## config.mk

```make
export PLATFORM = sky130hd
export DESIGN_NAME = cry_rgb_conv
export DESIGN_NICKNAME = d
export VERILOG_FILES = /design/src/rtl/cry_pkg.sv /design/src/rtl/cry_scale.sv /design/src/rtl/cry_rgb_conv.sv
export SDC_FILE = /design/constraint.sdc
export NUM_CORES = 1
export LEC_CHECK = 0
export ABC_AREA = 0
export CORE_MARGIN = 2
export CORE_UTILIZATION = 40
export CTS_CLUSTER_DIAMETER = 200
export DETAILED_ROUTE_END_ITERATION = 7
export SKIP_LAST_GASP = 1
export SYNTH_ARGS = -nofsm -noshare
export SYNTH_HDL_FRONTEND = slang
export SYNTH_SLANG_ARGS = --single-unit
```

## constraint.sdc

```tcl
create_clock -name sys_clk -period 4.73 [get_ports sys_clk]
set_clock_uncertainty 0.05 [all_clocks]
set_input_delay 0.473 -clock sys_clk [delete_from_list [all_inputs] [get_ports sys_clk]]
set_output_delay 0.473 -clock sys_clk [all_outputs]
set_load 0.02 [all_outputs]
```

## src/rtl/cry_pkg.sv

```systemverilog
// Shared field layout, latency and colour-format helpers for the CRY->RGB converter.
package cry_pkg;

    localparam int C_HI   = 15;
    localparam int C_LO   = 12;
    localparam int R_HI   = 11;
    localparam int R_LO   = 8;
    localparam int Y_HI   = 7;
    localparam int Y_LO   = 0;

    localparam int R16_HI = 15;
    localparam int R16_LO = 11;
    localparam int B16_HI = 10;
    localparam int B16_LO = 6;
    localparam int G16_HI = 5;
    localparam int G16_LO = 0;

    localparam int CRY_LATENCY = 2;

    // RGB16 keeps the top bits of each 8-bit component
    function automatic logic [15:0] rgb24_to16(input logic [23:0] rgb);
        return {rgb[23:19], rgb[7:3], rgb[15:10]};
    endfunction

    function automatic logic [23:0] rgb16_to24(input logic [15:0] p);
        logic [4:0] r5;
        logic [4:0] b5;
        logic [5:0] g6;
        r5 = p[R16_HI:R16_LO];
        b5 = p[B16_HI:B16_LO];
        g6 = p[G16_HI:G16_LO];
        return {r5, r5[4:2], g6, g6[5:4], b5, b5[4:2]};
    endfunction

endpackage

```

## src/rtl/cry_scale.sv

```systemverilog
// One colour component: table value scaled by intensity, floor(tab*y/256).
module cry_scale (
    input  logic [7:0] tab_i,
    input  logic [7:0] y_i,
    output logic [7:0] val_o
);

    assign val_o = 8'(({8'd0, tab_i} * {8'd0, y_i}) >> 8);

endmodule

```

## src/rtl/cry_rgb_conv.sv

```systemverilog
// Two-stage CRY to RGB24/RGB16 converter with external colour ROMs
// and an optional RGB16 bypass.
module cry_rgb_conv
    import cry_pkg::*;
#(
    parameter logic PASS_EN = 1'b1
) (
    input  logic        sys_clk,
    input  logic        reset,
    input  logic [15:0] in_pixel,
    input  logic        in_valid,
    output logic        in_ready,
    input  logic        rgb_mode,
    output logic [7:0]  rom_a,
    input  logic [7:0]  rom_r_z,
    input  logic [7:0]  rom_g_z,
    input  logic [7:0]  rom_b_z,
    output logic [23:0] out_rgb,
    output logic [15:0] out_rgb16,
    output logic        out_valid,
    input  logic        out_ready
);

    logic        s1_valid_q, s1_valid_d;
    logic [15:0] s1_pix_q, s1_pix_d;
    logic        s1_mode_q, s1_mode_d;
    logic        s2_valid_q, s2_valid_d;
    logic [23:0] rgb_q, rgb_d;
    logic [15:0] rgb16_q, rgb16_d;

    logic        in_acc;
    logic        s2_adv;
    logic        s2_load;
    logic [7:0]  sc_r, sc_g, sc_b;
    logic [7:0]  s1_y;

    assign in_ready = ~s1_valid_q | ~s2_valid_q | out_ready;
    assign in_acc   = in_valid & in_ready & ~reset;
    assign s2_adv   = ~s2_valid_q | out_ready;
    assign s2_load  = s1_valid_q & s2_adv;
    assign s1_y     = s1_pix_q[Y_HI:Y_LO];

    // Address follows S1 while stalled so ROM data stays paired with it
    assign rom_a = in_acc ? {in_pixel[C_HI:C_LO], in_pixel[R_HI:R_LO]}
                          : {s1_pix_q[C_HI:C_LO], s1_pix_q[R_HI:R_LO]};

    cry_scale u_scale_r (.tab_i(rom_r_z), .y_i(s1_y), .val_o(sc_r));
    cry_scale u_scale_g (.tab_i(rom_g_z), .y_i(s1_y), .val_o(sc_g));
    cry_scale u_scale_b (.tab_i(rom_b_z), .y_i(s1_y), .val_o(sc_b));

    always_comb begin
        s1_pix_d   = s1_pix_q;
        s1_mode_d  = s1_mode_q;
        s1_valid_d = in_acc | (s1_valid_q & ~s2_adv);
        if (in_acc) begin
            s1_pix_d  = in_pixel;
            s1_mode_d = rgb_mode;
        end
    end

    always_comb begin
        rgb_d      = rgb_q;
        rgb16_d    = rgb16_q;
        s2_valid_d = s2_load | (s2_valid_q & ~out_ready);
        if (s2_load) begin
            if (PASS_EN && s1_mode_q) begin
                rgb16_d = s1_pix_q;
                rgb_d   = rgb16_to24(s1_pix_q);
            end else begin
                rgb_d   = {sc_r, sc_g, sc_b};
                rgb16_d = rgb24_to16({sc_r, sc_g, sc_b});
            end
        end
    end

    always_ff @(posedge sys_clk) begin
        if (reset) begin
            s1_valid_q <= 1'b0;
            s1_pix_q   <= '0;
            s1_mode_q  <= 1'b0;
            s2_valid_q <= 1'b0;
            rgb_q      <= '0;
            rgb16_q    <= '0;
        end else begin
            s1_valid_q <= s1_valid_d;
            s1_pix_q   <= s1_pix_d;
            s1_mode_q  <= s1_mode_d;
            s2_valid_q <= s2_valid_d;
            rgb_q      <= rgb_d;
            rgb16_q    <= rgb16_d;
        end
    end

    assign out_valid = s2_valid_q;
    assign out_rgb   = rgb_q;
    assign out_rgb16 = rgb16_q;

endmodule

```

==> out/results.env <==
FIN_CRIT_SH_PCT=96.6
FF2FF_PATH_DEPTH=14
YS_ASYNC_SR_FRACTION_PCT=0
TOPROUTINGLAYERUSED='met4'
MET2ROUTEDLENGTH_UM=8200
PLACEMENTROWS=51
TIMING.RR.START='s1_pix_q[2]$_SDFFE_PP0P_'
POST_ROUTE_CELLS_DRIVE_ABOVE_1_SHARE_PCT=11.4
PORT_BUFFERS=94
HOLD_VIOL=0
DETAIL_ROUTE.FIRST_PASS.ITERATIONS=5
MAXIMUM_LEVEL_OF_THE_CTS_H_TREE=2
CRITICAL_PATH_PEAK_FANOUT=5
INITIAL_DRC_COUNT=255
GRT_PASS1_VIAS=6402
REG2REG_SLACK_NS=0.20
DIEHEIGHT_UM=145
LAYOUT.CELLS.MOST_COMMON_LIST='and2_1 (148), inv_1 (119), fa_1 (105)'
LAYOUT.CELLS.MOST_COMMON='and2_1'
YS_SEQ_AREA_SHARE_PCT=10.9
CORE_OCCUPANCY_IN_THE_FINISHED_LAYOUT_PCT=50.4
TRITONCTS='yes'
PRE_CTS_WS_NS=-0.216
GRT_MAX_DEGREE=42
ARRIVAL_NS=4.67
DIODES=0
TIMING.SLEW.HEADROOM_PCT=49.5
CHIP_WIDTH_UM=145
TIMING.MAX_CAP.VIOLATIONS=0
ROUTE.LAYER.MET1.WL_UM=10200
CTS_BUFFER_COUNT=5
SETUP.WORST_PATH.CLASS='input port to flop'
RSZ0062_AT_GRT='false'
INITIAL_CORE_UTILIZATION_PCT=40.7
LAYOUT-AREA-OVERHEAD-VS-SYNTH_PCT=23.7
MET3_WL_UM=835
GLOBAL_ROUTE.USAGE.TOTAL_PCT=19.6
SYN-INSTANCE-COUNT=918
DR_VIAS=6483
DRT.ANTENNA.VIOLATING_NETS=0
FINAL_NET_COUNT=1295
SYNTH_AREA_UM2=7900
WORST-SLEW-PIN-TRANSITION_NS=0.754
GLOBAL_ROUTE_WIRE_LENGTH_BEFORE_REPAIR_UM=32700
FILL_CELLS=1930
CRITICAL-PATH-SLOWEST-CELL='fa_1'
ANTENNA_FOUND_INITIAL=0
DRC=0
CRIT_PATH_START_KIND='input port'
CLOCK-SINKS=43
ROUTED_VIA_DENSITY=4.94
REPORT.FINAL.SETUP_VIOL=0
CLOCK-ROOT-BUFFER='clkbuf_16'
SETUP_TNS_NS=0
SETUP.WORST_PATH.END_CLASS='flop'
MAX-CLOCK-PATH-BUFFERS=2
YS_TOP_CELLS_BY_AREA='fa_1 (27%), ha_1 (16%), and2_1 (12%), dfxtp_1 (11%), inv_1 (5.7%)'
WORSTPATHREQUIRED_NS=4.83
WORSTSKEWPAIRLATENCY_NS=0.29
WL_PER_CELL_UM=14.8
WORST_HOLD_START='s1_pix_q[1]$_SDFFE_PP0P_'
CRITICAL_PATH.ENDPOINT='out_rgb[5]$_SDFFE_PP0P_'
POWER_DENSITY_nW_PER_UM2=169
SEQ_AREA_UM2=861
CLOCK_TRANSITION_AT_THE_REGISTERS_OF_THE_REPORTED_PATHS_NS=0.06
SYNTHDOMINANTAREACELLTYPE='fa_1'
SYNTH_TOP_FLOP_CELL='dfxtp_1'
DIE_AREA_UM2=20900
MEAN_CELL_AREA_OF_THE_MAPPED_NETLIST_UM2=8.61
MULTI_INPUT_COMB_AREA_UM2=6390
SYNTH_SEQ_CELLS=43
SLOWEST_DELAY_NS=0.58
IOS=95
CORE_AREA_UM2=19400
R2R-END='out_rgb[22]$_SDFFE_PP0P_'
HPWL_REPORTED_AT_THE_END_OF_DETAILED_PLACEMENT_UM=15700
TIMING.CRITICAL_PATH.MAX_DELAY_FAMILY='adder cells'
MIN-DELAY-PATH-CLASS='flop to flop'
YOSYS.CELL_TYPES.COUNT=54
WORST-PATH-BUF-INV=5
YS_WARN_COUNT=0
CP.DEPTH=17
YOSYS.AREA.TOP_TYPE_SHARE_PCT=26.6
OUTCOME='complete, no violations'
DRT-TOTAL-WL_UM=19400
PLACED_CELLS_INCL_TAPS=1303
FINAL-MAX-SLEW-VIOLATION-COUNT=0
FINAL_PERIOD_MINUS_WORST_SETUP_SLACK_NS=4.57
FIN_WS_NS=0.161
TIMING.CRITICAL_PATH.FROM='rom_b_z[4]'
TIMING.CRITICAL_PATH.MODE_CELL='fa_1'
POWER_LEAKAGE_nW=4.89
SYNTH-EDFF-COUNT=0
PEAK_SUPPLY_DROP_mV=0.225
PATH_CELLS='clkdlybuf4s50_1 > buf_4 > and2_1 > fa_1 > fa_1 > fa_1 > inv_1 > fa_1 > inv_1 > ha_1 > o21a_1 > o21ai_0 > buf_4 > o2bb2ai_1 > a21oi_1 > mux2i_1 > a31oi_1'
FINAL_CELLS=1312
GP_CONGESTION=0.810
CTS_HOLD_BUF=0
SYNTH_NETS=1167
GRT-OVFL-TOTAL=0
FMAXACHIEVABLE_GHz=0.219
## registers in the layout (all words and copies together), names as in the netlist
register and flops:
s1_pix_q 16, out_rgb 24, s1_mode_q 1, s1_valid_q 1, out_valid 1
## synth_stat cells (3+ instances only)
cell	n
and2_1	148
inv_1	119
fa_1	105
ha_1	99
nand2_1	98
a21oi_1	46
dfxtp_1	43
nor2_1	27
clkbuf_1	26
o21ai_0	24
buf_4	16
nand3_1	11
a21o_1	10
a31oi_1	10
xnor2_1	10
mux2_2	9
nand3b_1	8
nor3_1	8
nand4_1	6
nor2b_1	6
a211oi_1	5
and3_1	5
mux2i_1	5
nor4_1	5
o211ai_1	5
buf_1	4
buf_2	4
nand2b_1	4
o21a_1	4
xor2_1	4
a221oi_1	3
a311oi_1	3
o211a_1	3
o21ai_1	3
o31ai_2	3
## how the worst min path moves through the flow
| stage | slack [ns] | cells past startpoint | to |
|---|---|---|---|
| final | 0.42 | 2 | s1_pix_q[1]$_SDFFE_PP0P_ |
| after global routing | 0.45 | 2 | s1_pix_q[13]$_SDFFE_PP0P_ |
| after CTS | 0.42 | 2 | s1_pix_q[11]$_SDFFE_PP0P_ |
| after detailed placement | 0.41 | 2 | s1_pix_q[11]$_SDFFE_PP0P_ |
| after global placement | 0.42 | 2 | s1_pix_q[8]$_SDFFE_PP0P_ |
| after floorplan | 0.39 | 2 | s1_pix_q[11]$_SDFFE_PP0P_ |
## tightest hold or removal path: stages, from the launching register on
cell and delay, ns:
dfxtp_1 0.32, nand2_1 0.05, a21oi_1 0.05
## layout make-up
cell class | instances | share of cell area, %
tap | 265 | 3.39
timing repair buffer | 171 | 16.2
clock inverter | 1 | 0.0768
clock buffer | 7 | 1.56
inverter | 119 | 4.57
multi-input combinational | 706 | 65.4
sequential | 43 | 8.80
## where the power goes
part           internal (mW)  total (mW)  switching, mW
combinational          0.404       0.874          0.470
clock                  0.225       0.371          0.147
sequential             0.386       0.409         0.0231
## what timing repair did
action | CTS | global route
gates resized for setup | 0 | 16
endpoints found under the setup margin | 0 | 16
setup buffers | 0 | 1
## stage by stage
| step | hold slack [ns] | instance area (um2) | total power [mW] |
|---|---|---|---|
| floorplan | 0.391 | 7900 | 0.954 |
| global placement | 0.415 | 9550 | 1.28 |
| detailed placement | 0.414 | 9550 | 1.28 |
| CTS | 0.423 | 9710 | 1.66 |
| global route | 0.448 | 9780 | 1.79 |
| finish | 0.423 | 9780 | 1.65 |
## logic make-up after synthesis
logic type,Yosys count,synth area share [%]
buf+inv,169,8.85
flops,43,10.9
mux,14,1.92
fa+ha+maj,204,42.3
xor+xnor,14,1.55
simple gates,333,22.3
compound gates,141,12.2
## metal layers
metal  global-route usage (%)  up-vias
met3                     2.55       13
li1                         -     3248
met5                        0        -
met2                     29.4      138
met4                     2.96        0
met1                     30.4     3084
(Power assumes the default switching activity.)
